`src/rtl/fetch_if.sv`:
```
// Fetch-stage bus bundle: instruction-memory req/ack port, the decode-side
// submit port and the execute redirect port, grouped into one interface.
// The master modport is the fetch stage; the slave modport is its environment.
`ifndef I_SIZE
`define I_SIZE 32
`endif

interface fetch_if;
  logic                o_mem_req;
  logic [15:0]         o_mem_addr;
  logic                i_mem_ack;
  logic [`I_SIZE-1:0]  i_mem_data;
  logic                i_next_ready;
  logic                o_submit;
  logic [15:0]         o_instr_l;
  logic [`I_SIZE-17:0] o_imm_pass;
  logic [15:0]         o_pc;
  logic                i_pc_ie;
  logic [15:0]         i_pc_val;

  modport master (
    output o_mem_req, o_mem_addr, o_submit, o_instr_l, o_imm_pass, o_pc,
    input  i_mem_ack, i_mem_data, i_next_ready, i_pc_ie, i_pc_val
  );

  modport slave (
    input  o_mem_req, o_mem_addr, o_submit, o_instr_l, o_imm_pass, o_pc,
    output i_mem_ack, i_mem_data, i_next_ready, i_pc_ie, i_pc_val
  );
endinterface

```
`src/rtl/fetch.sv`:
```
// Instruction fetch stage: owns the PC, issues word reads over req/ack,
// buffers fetched words and hands them to decode one per o_submit pulse.
// Redirects from execute flush the buffer; a read already in flight at the
// time of a redirect is marked stale and its data dropped when it returns.
// Build option FETCH_PREFETCH_EN: two-entry buffer allowing a new read while
// one word is buffered (1 IPC on zero-wait memory); otherwise one entry.
`ifndef I_SIZE
`define I_SIZE 32
`endif

module fetch #(
  parameter logic [15:0] RESET_PC = 16'h0000
) (
  input  logic   i_clk,
  input  logic   i_rst_n,
  fetch_if.master bus
);

`ifdef FETCH_PREFETCH_EN
  localparam int DEPTH = 2;
`else
  localparam int DEPTH = 1;
`endif
  localparam int ISZ = `I_SIZE;
  // Buffer entry layout: {instruction word, address}
  localparam int EW  = ISZ + 16;

  logic                 r_req;
  logic [15:0]          r_addr;
  logic [15:0]          r_pc;
  logic                 r_stale;
  logic [1:0]           r_cnt;
  logic [DEPTH*EW-1:0]  r_buf;
  logic                 r_submit;
  logic [15:0]          r_instr_l;
  logic [ISZ-17:0]      r_imm;
  logic [15:0]          r_opc;

  logic                 w_ack;
  logic                 w_push;
  logic                 w_pop;
  logic                 w_pend_nxt;
  logic                 w_issue;
  logic [1:0]           w_cnt_nxt;
  logic [1:0]           w_wr_idx;
  logic [15:0]          w_pc_nxt;
  logic [DEPTH*EW-1:0]  w_buf_nxt;
  logic [EW-1:0]        w_head;

  // Next-state control: redirect overrides push, pop and PC advance.
  always_comb begin
    w_ack      = r_req & bus.i_mem_ack;
    w_push     = w_ack & ~r_stale & ~bus.i_pc_ie;
    w_pop      = ~bus.i_pc_ie & bus.i_next_ready & (r_cnt != 2'd0);
    w_pend_nxt = r_req & ~bus.i_mem_ack;
    if (bus.i_pc_ie)
      w_cnt_nxt = 2'd0;
    else
      w_cnt_nxt = r_cnt + {1'b0, w_push} - {1'b0, w_pop};
    if (bus.i_pc_ie)
      w_pc_nxt = bus.i_pc_val;
    else if (w_push)
      w_pc_nxt = r_pc + 16'd1;
    else
      w_pc_nxt = r_pc;
    // Room is judged on post-update occupancy so an ack and a new request
    // can overlap back to back.
    w_issue = ~w_pend_nxt & (w_cnt_nxt < 2'(DEPTH));
  end

  // Buffer next value: head at slot 0, pop shifts down, push lands behind.
  always_comb begin
    w_head    = r_buf[EW-1:0];
    w_wr_idx  = r_cnt - {1'b0, w_pop};
    w_buf_nxt = w_pop ? (r_buf >> EW) : r_buf;
    for (int i = 0; i < DEPTH; i++) begin
      if (w_push && (w_wr_idx == 2'(i)))
        w_buf_nxt[i*EW +: EW] = {bus.i_mem_data, r_pc};
    end
  end

  // Buffer storage; occupancy tracking makes a data reset unnecessary.
  always_ff @(posedge i_clk) begin
    r_buf <= w_buf_nxt;
  end

  // PC, request handshake, stale flag and occupancy.
  always_ff @(posedge i_clk or negedge i_rst_n) begin
    if (!i_rst_n) begin
      r_req   <= 1'b0;
      r_addr  <= RESET_PC;
      r_pc    <= RESET_PC;
      r_stale <= 1'b0;
      r_cnt   <= 2'd0;
    end else begin
      r_pc  <= w_pc_nxt;
      r_cnt <= w_cnt_nxt;
      if (bus.i_pc_ie)
        r_stale <= w_pend_nxt;
      else if (w_ack)
        r_stale <= 1'b0;
      // An outstanding request holds its address until acked.
      if (w_issue) begin
        r_req  <= 1'b1;
        r_addr <= w_pc_nxt;
      end else if (!w_pend_nxt) begin
        r_req  <= 1'b0;
      end
    end
  end

  // Registered submit port towards decode.
  always_ff @(posedge i_clk or negedge i_rst_n) begin
    if (!i_rst_n) begin
      r_submit  <= 1'b0;
      r_instr_l <= 16'h0000;
      r_imm     <= '0;
      r_opc     <= 16'h0000;
    end else begin
      r_submit <= w_pop;
      if (w_pop) begin
        r_instr_l <= w_head[31:16];
        r_imm     <= w_head[EW-1:32];
        r_opc     <= w_head[15:0];
      end
    end
  end

  assign bus.o_mem_req  = r_req;
  assign bus.o_mem_addr = r_addr;
  assign bus.o_submit   = r_submit;
  assign bus.o_instr_l  = r_instr_l;
  assign bus.o_imm_pass = r_imm;
  assign bus.o_pc       = r_opc;

endmodule
```
`src/flat_wrapper.sv`:
```
// flat-port wrapper written by rule: the top's interface ports become plain ports
module fetch_flat 
#(
  parameter logic [15:0] RESET_PC = 16'h0000
)
  (i_clk, i_rst_n, bus_o_mem_req, bus_o_mem_addr, bus_o_submit, bus_o_instr_l, bus_o_imm_pass, bus_o_pc, bus_i_mem_ack, bus_i_mem_data, bus_i_next_ready, bus_i_pc_ie, bus_i_pc_val);
  fetch_if bus_i ();
  input  logic i_clk;
  input  logic i_rst_n;
  output wire logic [$bits(bus_i.o_mem_req)-1:0] bus_o_mem_req;
  output wire logic [$bits(bus_i.o_mem_addr)-1:0] bus_o_mem_addr;
  output wire logic [$bits(bus_i.o_submit)-1:0] bus_o_submit;
  output wire logic [$bits(bus_i.o_instr_l)-1:0] bus_o_instr_l;
  output wire logic [$bits(bus_i.o_imm_pass)-1:0] bus_o_imm_pass;
  output wire logic [$bits(bus_i.o_pc)-1:0] bus_o_pc;
  input wire logic [$bits(bus_i.i_mem_ack)-1:0] bus_i_mem_ack;
  input wire logic [$bits(bus_i.i_mem_data)-1:0] bus_i_mem_data;
  input wire logic [$bits(bus_i.i_next_ready)-1:0] bus_i_next_ready;
  input wire logic [$bits(bus_i.i_pc_ie)-1:0] bus_i_pc_ie;
  input wire logic [$bits(bus_i.i_pc_val)-1:0] bus_i_pc_val;
  assign bus_o_mem_req = bus_i.o_mem_req;
  assign bus_o_mem_addr = bus_i.o_mem_addr;
  assign bus_o_submit = bus_i.o_submit;
  assign bus_o_instr_l = bus_i.o_instr_l;
  assign bus_o_imm_pass = bus_i.o_imm_pass;
  assign bus_o_pc = bus_i.o_pc;
  assign bus_i.i_mem_ack = bus_i_mem_ack;
  assign bus_i.i_mem_data = bus_i_mem_data;
  assign bus_i.i_next_ready = bus_i_next_ready;
  assign bus_i.i_pc_ie = bus_i_pc_ie;
  assign bus_i.i_pc_val = bus_i_pc_val;
  fetch #(.RESET_PC(RESET_PC)) u_core (.i_clk(i_clk), .i_rst_n(i_rst_n), .bus(bus_i));
endmodule
```
`config.mk`:
```
export PLATFORM = sky130hd
export DESIGN_NAME = fetch_flat
export DESIGN_NICKNAME = d
export VERILOG_FILES = /design/src/rtl/fetch_if.sv /design/src/rtl/fetch.sv /design/src/flat_wrapper.sv
export SDC_FILE = /design/constraint.sdc
export NUM_CORES = 1
export LEC_CHECK = 0
export CAP_MARGIN = 15
export CORE_ASPECT_RATIO = 0.5
export CORE_MARGIN = 10
export CORE_UTILIZATION = 50
export CTS_CLUSTER_DIAMETER = 150
export CTS_CLUSTER_SIZE = 40
export DETAILED_ROUTE_END_ITERATION = 8
export PLACE_DENSITY = 0.79
export RECOVER_POWER = 50
export SLEW_MARGIN = 10
export SYNTH_ARGS = -nofsm -noshare
export SYNTH_HDL_FRONTEND = slang
export SYNTH_SLANG_ARGS = --single-unit
export TNS_END_PERCENT = 5
```
`constraint.sdc`:
```
create_clock -name i_clk -period 4.61 [get_ports i_clk]
set_input_delay 1.383 -clock i_clk [delete_from_list [all_inputs] [get_ports i_clk]]
set_output_delay 1.383 -clock i_clk [all_outputs]
set_load 0.005 [all_outputs]
```
Word-level counts from Yosys, hierarchy flattened
Cells that the tools add are included.
Operators by class
  divide/modulo/power cells: 0
  equal/unequal tests: 1
  bitwise gates (word level): 11
  order comparisons: 1
  multiply operators: 0
  shift-type cells: 0
  $add $sub $neg: 4
  mux-type cells: 9
  reductions and logical operators: 5
Operators with widths (count)
  $mux W48: 2
  $mux W16: 2
  $add A16 B1 Y16 const B: 1
  $and A1 B1 Y1: 7
  $reduce_bool A2 Y1: 3
  $mux W1: 4
  $not A1 Y1: 4
  $sub A2 B1 Y2: 2
  $add A2 B1 Y2: 1
  $logic_not A2 Y1: 1
  $lt A2 B1 Y1 const B: 1
  $mux W2: 1
  $ne A2 B2 Y1 const B: 1
  $logic_and A1 B1 Y1: 1
Word-level totals
  memory bits (writable): 0
  bits in latches: 0
  logic and storage cells: 41
  bits in registers: 133
  bits of input ports: 53
  bits in read-only memories: 0
  memories: 0

Longest topological paths before layout
Gate-level depths: netlist of run 1.
  depth after elaboration: 9
  gate-level depth with buffers: 13
  gate-level depth less buffers: 11

Worst setup path after synthesis of run 1
Ideal clock, no wire load.
  kind: input to register
  start: input bus_i_pc_ie
  end: register u_core.r_buf[0], enable pin
  required time: 4.204 ns
  library setup time: 0.406 ns
  stages on the path: 10
  path buffers: 2
  setup slack: 0.257 ns
  data arrival time: 3.947 ns
  path through: inv_1 > o211ai_1 > inv_1 > clkbuf_1 > ha_1 > inv_1 > nor4_1 > clkbuf_1 > inv_1 > nand2_1
On the way
  cells in the longest elaborated chain, start to end: 7
  elaborated cells between the ends (all ways): 8
RTL lines
  from (decl): line flat_wrapper.sv:19  | input wire logic [$bits(bus_i.i_pc_ie)-1:0] bus_i_pc_ie;
  $not A1 Y1 (*): line fetch.sv:54  | w_pop = ~bus.i_pc_ie & bus.i_next_ready & (r_cnt != 2'd0);
  $and A1 B1 Y1 (*) (2 in a row): line fetch.sv:54
  via u_core.w_pop: line fetch.sv:41  | logic w_pop;
  $sub A2 B1 Y2: line fetch.sv:74  | w_wr_idx = r_cnt - {1'b0, w_pop};
  $logic_not A2 Y1: line fetch.sv:77  | if (w_push && (w_wr_idx == 2'(i)))
  $logic_and A1 B1 Y1: line fetch.sv:77
  $reduce_bool A2 Y1 (no line) (*)
  to (signal assigned): line fetch.sv:84  | r_buf <= w_buf_nxt;
  to (decl): line fetch.sv:33  | logic [DEPTH*EW-1:0] r_buf;
The timed path passes the listed nets; every way through them passes the cells marked *.
A chain may end at the register's enable or synchronous reset.

Final worst setup path of run 1
  start: input bus_i_pc_ie
  end: register u_core.r_addr[6] (netlist: u_core.bus.o_mem_addr[6])
On the way
  cells in the longest elaborated chain, start to end: 7
  elaborated cells between the ends (all ways): 11
RTL lines
  $not A1 Y1: line fetch.sv:53, fetch.sv:54
  $and A1 B1 Y1 (on tied branches): line fetch.sv:53, fetch.sv:54
  $add A2 B1 Y2 / $and A1 B1 Y1 (equally long branches): line fetch.sv:59, fetch.sv:54
  $sub A2 B1 Y2: line fetch.sv:59  | w_cnt_nxt = r_cnt + {1'b0, w_push} - {1'b0, w_pop};
  $mux W2: line fetch.sv:56  | if (bus.i_pc_ie)
  $lt A2 B1 Y1: line fetch.sv:68  | w_issue = ~w_pend_nxt & (w_cnt_nxt < 2'(DEPTH));
  $and A1 B1 Y1: line fetch.sv:68
  to (signal assigned): line fetch.sv:105  | r_addr <= w_pc_nxt;
  to (decl): line fetch.sv:29  | logic [15:0] r_addr;
Parallel ways exist; a longest one is shown, timed or not.

==> impl_table.tex, run 1 <==
\begin{tabular}{lr}
\hline
Metric & Value \\
\hline
\multicolumn{2}{l}{\textbf{Outcome}} \\
Status & finished, violations left \\
Violated checks & capacitance limit, slew limit \\
\multicolumn{2}{l}{\textbf{Placed design}} \\
Sum of net half-perimeters after detailed placement & 8384 um \\
Port Buf Inserts & 118 \\
GP Congestion & 0.7319 \\
Setup WS pre-CTS & 0.2047 ns \\
\multicolumn{2}{l}{\textbf{Critical path}} \\
Sort of element at the end of the critical path & flop \\
Critical Path Slowest Stage Cell & sky130\_fd\_sc\_hd\_\_dlygate4sd3\_1 \\
Max stage delay on crit path & 0.56 ns \\
Critical R2R Capture & u\_core.bus.o\_mem\_addr[6]\$\_DFFE\_PN0P\_ \\
Worst R2R Start & u\_core.r\_cnt[1]\$\_DFF\_PN0\_ \\
Depth of the worst register-to-register path & 9 \\
Data arrival time of the critical path & 4.43 ns \\
Class of the most critical setup path & primary input to flop \\
Worst path cell trace & dlygate4sd3\_1 > inv\_1 > o211ai\_1 > clkinv\_1 > ha\_1 > inv\_1 > ha\_1 > xor3\_1 > nor2\_1 > o21a\_1 > mux2\_2 \\
Required time of the critical path & 4.90 ns \\
Biggest fanout along the worst timing path & 14 \\
Crit path launch type & primary input \\
Setup slack on the worst flop-to-flop path & 1.63 ns \\
\multicolumn{2}{l}{\textbf{Clock tree}} \\
Clock latency on the worst-skew pair & 0.41 ns \\
Clock buffers created by TritonCTS & 17 \\
\# clock sinks & 133 \\
Maximum clock insertion buffer count & 2 \\
Count of H-tree levels built during CTS & 4 \\
Hold\_buf cts & 0 \\
Clock tree from TritonCTS & built \\
Clock transition at the registers of the reported paths & 0.05 ns \\
CTS Root Buffer Type & sky130\_fd\_sc\_hd\_\_clkbuf\_16 \\
Post\_cts resized & 0 \\
Post-CTS setup buffers & 0 \\
\multicolumn{2}{l}{\textbf{Synth}} \\
Number of distinct library cells after synthesis & 38 \\
Synth area leaders & sky130\_fd\_sc\_hd\_\_dfrtp\_1 (40\%), sky130\_fd\_sc\_hd\_\_edfxtp\_1 (27\%), sky130\_fd\_sc\_hd\_\_nand2\_1 (12\%), sky130\_fd\_sc\_hd\_\_and2\_1 (5.4\%), sky130\_fd\_sc\_hd\_\_mux2\_2 (2.1\%) \\
Synth top area share & 0.3959 \\
Commonest cells post-synth & sky130\_fd\_sc\_hd\_\_nand2\_1 (176), sky130\_fd\_sc\_hd\_\_dfrtp\_1 (85), sky130\_fd\_sc\_hd\_\_edfxtp\_1 (48) \\
Syn Nets & 533 \\
Share of synthesized area occupied by flip-flops and latches & 0.6642 \\
Most used standard cell by instance count after synthesis & sky130\_fd\_sc\_hd\_\_nand2\_1 \\
Synthesized area & 5373 sq um \\
Yosys Warn Count & 0 \\
Mapped Cells & 476 \\
Synth area leader & sky130\_fd\_sc\_hd\_\_dfrtp\_1 \\
Share of synthesized flip-flops with an asynchronous set or reset & 0.6391 \\
Flop and latch count out of synthesis & 133 \\
Prevailing post-synth register cell & sky130\_fd\_sc\_hd\_\_dfrtp\_1 \\
Number of synthesized flops with an enable pin & 48 \\
Syn Area/Cell & 11.29 sq um \\
\multicolumn{2}{l}{\textbf{Cells and area}} \\
Nets & 658 \\
Number of filler instances in the final layout & 742 \\
Post-Route Utilization & 0.7074 \\
Area of the multi-input gates & 1689 sq um \\
Layout cell share with drive strength beyond 1 & 0.08958 \\
Area growth from synthesis to layout & 36.21\% \\
ANT cells & 0 \\
FF/Latch Area & 3568 sq um \\
\multicolumn{2}{l}{\textbf{STA}} \\
RSZ-0062 raised after global routing & no \\
Final period demand of the worst path & 4.139 ns \\
Achievable Freq & 241.6 MHz \\
Smallest hold slack & 0.4362 ns \\
Total Negative Setup Slacks & 0 ns \\
Number of endpoints failing setup at the final stage & 0 \\
Share of the cycle needed by the critical path after routing & 0.8979 \\
Worst-Margin Slew & 1.561 ns \\
Slew Limit Headroom & -0.04052 \\
Total count of hold-check failures in the final report & 0 \\
Number of max-slew violations in the final report & 63 \\
Setup Skew & 0.007687 ns \\
Min setup slack post-route & 0.4707 ns \\
\multicolumn{2}{l}{\textbf{Power and ir drop}} \\
Clock share of power & 0.317 \\
Net switching power & 1.140 mW \\
Switching share of power & 0.2683 \\
Power density relative to cell area & 580.6 nW/um\^{}2 \\
Internal power & 3.109 mW \\
Total power after layout & 4.249 mW \\
Worst vdd ir & 316.2 uV \\
Combinational fraction of design power & 0.263 \\
Sequential share of power & 0.419 \\
Static leakage & 3.215 nW \\
\multicolumn{2}{l}{\textbf{Min path}} \\
Hold path depth & 2 \\
Startpoint of the lowest-slack hold path & u\_core.r\_buf[5]\$\_SDFFCE\_PN0P\_ \\
Type of the worst min-delay path & flop to flop \\
Worst Hold Endpoint & u\_core.bus.o\_pc[5]\$\_DFFE\_PN0P\_ \\
\multicolumn{2}{l}{\textbf{Detailed routing}} \\
Via count normalized by instance count & 4.927 \\
1st-iter DRT viols & 215 \\
Number of remaining DRC errors & 0 \\
Detailed-router iteration count before antenna repair & 4 \\
Routed Wire Length & 12220 um \\
Post-route ant nets & 0 \\
Routed wirelength normalized by instance count & 16.21 um \\
Via count & 3715 \\
\multicolumn{2}{l}{\textbf{Floorplan}} \\
Area of the die & 15540 sq um \\
Total I/O pin count & 119 \\
Effective utilization at floorplan & 0.5194 \\
Floorplan Core Area & 10340 sq um \\
Die height & 93.30 um \\
FP Rows & 26 \\
Die W & 166.6 um \\
\multicolumn{2}{l}{\textbf{GRT}} \\
First-pass GRT wire length & 20310 um \\
Grt total ovfl & 0 \\
Via count of the first global-routing pass & 3972 \\
Maximum number of pins on one net before global-route repair & 63 \\
Total global routing track utilization & 0.1619 \\
Antenna violations before repair & 0 \\
\multicolumn{2}{l}{\textbf{Flow run}} \\
Max cap viols & 1 \\
\hline
\end{tabular}
==> through the flow <==
step,instance area [sq um],cells
3_3_place_gp,6734,722
5_1_grt,7318,754
2_1_floorplan,5373,476
4_1_cts,7328,754
3_5_place_dp,6734,722
6_report,7318,754
==> registers in the layout, summed over array words and instances, names as in the netlist, 2 cells and up <==
register,count
u_core.r_buf,48
u_core.bus.o_imm_pass,16
u_core.bus.o_instr_l,16
u_core.bus.o_mem_addr,16
u_core.bus.o_pc,16
u_core.r_pc,16
u_core.r_cnt,2
==> worst max-delay path, delay by kind of cell <==
kind            cells  cell delay [ns]
xor+xnor            1             0.35
compound gates      2             0.69
mux                 1             0.41
fa+ha+maj           2             0.49
buf+inv             4             0.90
simple gates        1             0.21
==> power groups by stage <==
stage          sequential (mW)  combinational, mW  clock [mW]
3_3_place_gp              1.79               1.15           0
4_1_cts                   1.79               1.20        1.36
3_5_place_dp              1.80               1.19           0
5_1_grt                   1.83               1.24        1.43
2_1_floorplan             1.81              0.424           0
6_report                  1.78               1.12        1.35
==> logic make-up (layout without fill, tap and decap cells) <==
group	Yosys count	after routing	share of synthesized area
adder cells (fa/ha/maj)	4	4	0.009316
AO/OA/AOI/OAI	26	26	0.03097
flip-flops	133	133	0.6642
multiplexers	14	14	0.02934
buffers and inverters	29	167	0.02305
XOR/XNOR	14	14	0.02562
AND/OR/NAND/NOR	256	256	0.2175
==> metal layers <==
| layer | GRT usage | part of all wire |
|---|---|---|
| met4 | 0.06613 | 0.012 |
| met3 | 0.04010 | 0.041 |
| met5 | 0 | 0 |
| met1 | 0.1889 | 0.42 |
| met2 | 0.2847 | 0.52 |
==> layout by cell type (no fill, tap or decap), types with 2 or more instances in the layout <==
cell type | netlist | final
sky130_fd_sc_hd__nand4_1 | 4 | 4
sky130_fd_sc_hd__and2_1 | 46 | 46
sky130_fd_sc_hd__mux2_2 | 10 | 10
sky130_fd_sc_hd__xor2_1 | 6 | 6
sky130_fd_sc_hd__nor3_1 | 3 | 3
sky130_fd_sc_hd__nand3b_1 | 2 | 2
sky130_fd_sc_hd__inv_1 | 8 | 7
sky130_fd_sc_hd__o21ai_0 | 15 | 15
sky130_fd_sc_hd__nor2_1 | 11 | 11
sky130_fd_sc_hd__o21a_1 | 2 | 2
sky130_fd_sc_hd__buf_4 | 0 | 5
sky130_fd_sc_hd__mux2i_1 | 3 | 3
sky130_fd_sc_hd__o221ai_1 | 3 | 3
sky130_fd_sc_hd__edfxtp_1 | 48 | 48
sky130_fd_sc_hd__dfrtp_1 | 85 | 85
sky130_fd_sc_hd__nor4_2 | 1 | 2
sky130_fd_sc_hd__bufinv_16 | 0 | 3
sky130_fd_sc_hd__o211ai_1 | 2 | 2
sky130_fd_sc_hd__clkbuf_1 | 18 | 6
sky130_fd_sc_hd__clkdlybuf4s50_1 | 0 | 83
sky130_fd_sc_hd__nand2_1 | 176 | 175
sky130_fd_sc_hd__xnor2_1 | 7 | 7
sky130_fd_sc_hd__clkinv_2 | 0 | 4
sky130_fd_sc_hd__clkbuf_16 | 0 | 17
sky130_fd_sc_hd__dlygate4sd3_1 | 0 | 34
sky130_fd_sc_hd__buf_12 | 0 | 2
sky130_fd_sc_hd__clkbuf_8 | 0 | 2
sky130_fd_sc_hd__ha_1 | 4 | 4
sky130_fd_sc_hd__nor4_1 | 4 | 3
==> area by class of cell <==
| class | count | area share |
|---|---|---|
| Clock buffer | 23 | 0.06394 |
| Clock inverter | 9 | 0.01727 |
| Inverter | 8 | 0.004103 |
| Multi-Input combinational cell | 314 | 0.2308 |
| Sequential cell | 133 | 0.4876 |
| Tap cell | 140 | 0.02394 |
| Timing Repair Buffer | 127 | 0.1723 |
==> worst max path at each step <==
stage / start / endpoint / slack [ns] / depth (start not counted)
3_5_place_dp: bus_i_pc_ie / u_core.bus.o_mem_addr[6]$_DFFE_PN0P_ / 0.20 / 11
6_report: bus_i_pc_ie / u_core.bus.o_mem_addr[6]$_DFFE_PN0P_ / 0.47 / 11
2_1_floorplan: bus_i_pc_ie / u_core.r_buf[0]$_SDFFCE_PN0P_ / 0.26 / 10
5_1_grt: bus_i_pc_ie / u_core.bus.o_mem_addr[12]$_DFFE_PN0P_ / 0.28 / 12
4_1_cts: bus_i_pc_ie / u_core.bus.o_mem_addr[6]$_DFFE_PN0P_ / 0.55 / 11
3_3_place_gp: bus_i_pc_ie / u_core.bus.o_mem_addr[3]$_DFFE_PN0P_ / 0.29 / 11
No activity file was read; power rests on OpenSTA's default activity.
==> run 2, diff against run 1 <==
- CTS_CLUSTER_DIAMETER: 150 -> 30
- CTS_CLUSTER_SIZE: 40 -> 12
==> results of run 2 <==
Same layout as run 1: the final DEF is identical, and so are final timing and power.
==> run 3, diff against run 2 <==
- CTS_BUF_LIST: not set -> sky130_fd_sc_hd__clkbuf_4 sky130_fd_sc_hd__clkbuf_8 sky130_fd_sc_hd__clkbuf_16
==> run 3 against run 2 <==
Against the previous run:
- the run still ends with capacitance limit, slew limit left
- power grew 0.59%
- final cell count is the same
- largest power group unchanged
- sequential share of layout area shrank 0.10 points
- utilization grew 0.15 points
- clock skew grew 0.0028 ns
- design area grew 0.21%
- sequential power is essentially flat
==> impl_table.tex, run 3 (same netlist as run 1, synthesis figures left out) <==
\begin{tabular}{lr}
\hline
Metric & Value \\
\hline
\multicolumn{2}{l}{\textbf{Detailed routing}} \\
Number of remaining DRC errors & 0 \\
Via count & 3730 \\
Routed wirelength normalized by instance count & 16.28 um \\
1st-iter DRT viols & 236 \\
Post-route ant nets & 0 \\
WL met1 & 5215 um \\
Routed Wire Length & 12280 um \\
Highest metal layer used by the detailed router & met4 \\
Met3 wirelength from detailed routing & 491 um \\
Met2 Routed Length & 6452 um \\
Detailed-router iteration count before antenna repair & 4 \\
Via count normalized by instance count & 4.947 \\
\multicolumn{2}{l}{\textbf{Floorplan}} \\
Total I/O pin count & 119 \\
Floorplan Core Area & 10340 sq um \\
Effective utilization at floorplan & 0.5194 \\
Die height & 93.30 um \\
Die W & 166.6 um \\
FP Rows & 26 \\
Area of the die & 15540 sq um \\
\multicolumn{2}{l}{\textbf{Clock tree}} \\
Hold\_buf cts & 0 \\
CTS Root Buffer Type & sky130\_fd\_sc\_hd\_\_clkbuf\_16 \\
\# clock sinks & 133 \\
Clock buffers created by TritonCTS & 17 \\
Post-CTS setup buffers & 0 \\
Clock transition at the registers of the reported paths & 0.05 ns \\
Post\_cts resized & 0 \\
Maximum clock insertion buffer count & 2 \\
Clock tree from TritonCTS & built \\
Count of H-tree levels built during CTS & 4 \\
Clock latency on the worst-skew pair & 0.41 ns \\
\multicolumn{2}{l}{\textbf{STA}} \\
Total Negative Setup Slacks & 0 ns \\
Number of max-slew violations in the final report & 63 \\
Slew Limit Headroom & -0.03858 \\
Total count of hold-check failures in the final report & 0 \\
Smallest hold slack & 0.4316 ns \\
Number of endpoints failing setup at the final stage & 0 \\
Worst-Margin Slew & 1.558 ns \\
RSZ-0062 raised after global routing & no \\
Achievable Freq & 242.3 MHz \\
Setup Skew & 0.01045 ns \\
Final period demand of the worst path & 4.126 ns \\
Share of the cycle needed by the critical path after routing & 0.8951 \\
\multicolumn{2}{l}{\textbf{Cells and area}} \\
Area growth from synthesis to layout & 36.49\% \\
Post-Route Utilization & 0.7089 \\
Number of filler instances in the final layout & 740 \\
Register with the most flip-flops & u\_core.r\_buf \\
ANT cells & 0 \\
Highest-count cells in the layout ignoring fill and taps & sky130\_fd\_sc\_hd\_\_nand2\_1 (175), sky130\_fd\_sc\_hd\_\_clkdlybuf4s50\_1 (85), sky130\_fd\_sc\_hd\_\_dfrtp\_1 (85), sky130\_fd\_sc\_hd\_\_edfxtp\_1 (48), sky130\_fd\_sc\_hd\_\_and2\_1 (46) \\
Layout cell share with drive strength beyond 1 & 0.09609 \\
FF/Latch Area & 3568 sq um \\
Number of flip-flops in the largest register & 48 \\
Nets & 658 \\
Area of the multi-input gates & 1689 sq um \\
Most frequent standard cell in the layout excluding fill and tap cells & sky130\_fd\_sc\_hd\_\_nand2\_1 \\
\multicolumn{2}{l}{\textbf{Placed design}} \\
Sum of net half-perimeters after detailed placement & 8384 um \\
Port Buf Inserts & 118 \\
GP Congestion & 0.7319 \\
\multicolumn{2}{l}{\textbf{Critical path}} \\
Required time of the critical path & 4.90 ns \\
Critical Path Slowest Stage Cell & sky130\_fd\_sc\_hd\_\_dlygate4sd3\_1 \\
Crit path launch type & primary input \\
Sort of element at the end of the critical path & flop \\
Biggest fanout along the worst timing path & 14 \\
Data arrival time of the critical path & 4.41 ns \\
Worst path cell trace & dlygate4sd3\_1 > inv\_1 > o211ai\_1 > clkinv\_1 > ha\_1 > inv\_1 > ha\_1 > xor3\_1 > nor2\_1 > o21a\_1 > mux2\_2 \\
Class of the most critical setup path & primary input to flop \\
Max stage delay on crit path & 0.56 ns \\
\multicolumn{2}{l}{\textbf{Power and ir drop}} \\
Power density relative to cell area & 582.8 nW/um\^{}2 \\
Static leakage & 3.225 nW \\
Worst vdd ir & 319.6 uV \\
\multicolumn{2}{l}{\textbf{GRT}} \\
Via count of the first global-routing pass & 3985 \\
Antenna violations before repair & 0 \\
Maximum number of pins on one net before global-route repair & 63 \\
Grt total ovfl & 0 \\
Total global routing track utilization & 0.1620 \\
First-pass GRT wire length & 20310 um \\
\multicolumn{2}{l}{\textbf{Flow run}} \\
Max cap viols & 1 \\
\multicolumn{2}{l}{\textbf{Outcome}} \\
Status & finished, violations left \\
Violated checks & capacitance limit, slew limit \\
\multicolumn{2}{l}{\textbf{Min path}} \\
Type of the worst min-delay path & flop to flop \\
\hline
\end{tabular}
==> run 3: path summary, 6_finish.rpt <==
kind | cells past startpoint | end | slack, ns | from
max | 11 | u_core.bus.o_mem_addr[6]$_DFFE_PN0P_ | 0.48 | bus_i_pc_ie
min | 2 | u_core.bus.o_pc[7]$_DFFE_PN0P_ | 0.43 | u_core.r_buf[7]$_SDFFCE_PN0P_
max reg2reg | 9 | u_core.bus.o_mem_addr[6]$_DFFE_PN0P_ | 1.63 | u_core.r_cnt[1]$_DFF_PN0_
min reg2reg | 2 | u_core.bus.o_pc[7]$_DFFE_PN0P_ | 0.43 | u_core.r_buf[7]$_SDFFCE_PN0P_
max in group asynchronous | 2 | u_core.bus.o_imm_pass[6]$_DFFE_PN0P_ | 1.32 | i_rst_n
min in group asynchronous | 1 | u_core.bus.o_mem_addr[5]$_DFFE_PN0P_ | 1.37 | i_rst_n
==> run 3: worst max-delay path: cells and delay by family <==
kind                     cells  cell delay (ns)
adder cells (fa/ha/maj)      2             0.49
multiplexers                 1             0.41
XOR/XNOR                     1             0.35
AND/OR/NAND/NOR              1             0.21
AO/OA/AOI/OAI                2             0.68
buffers and inverters        4             0.89
==> run 3: final cells by class <==
type / count / area share
well taps: 140 / 0.02389
clock buffers: 23 / 0.06586
clock inverters: 9 / 0.01723
repair buffers: 127 / 0.1720
flip-flops and latches: 133 / 0.4866
multi-input cells: 314 / 0.2303
inverters: 8 / 0.004095
==> run 3: stage by stage <==
step                instances  setup WS (ns)  instance area (sq um)  power, mW
global placement          722         0.2852                   6734      2.940
detailed placement        722         0.2047                   6734      2.990
floorplan                 476         0.2570                   5373      2.235
CTS                       754         0.5595                   7343      4.378
finish                    754         0.4836                   7333      4.274
global route              754         0.2908                   7333      4.519
==> run 3: report_power, final <==
group          switching, mW  leakage, nW  internal [mW]
sequential             0.176         1.51           1.61
combinational          0.493         1.41          0.630
clock                  0.469        0.305          0.900
total                   1.14         3.23           3.14
==> run 3: routing by layer <==
metal	global-route usage	vias up
li1	-	1823
met1	0.1884	1814
met2	0.2853	81
met3	0.04052	12
met4	0.06613	0
met5	0	-
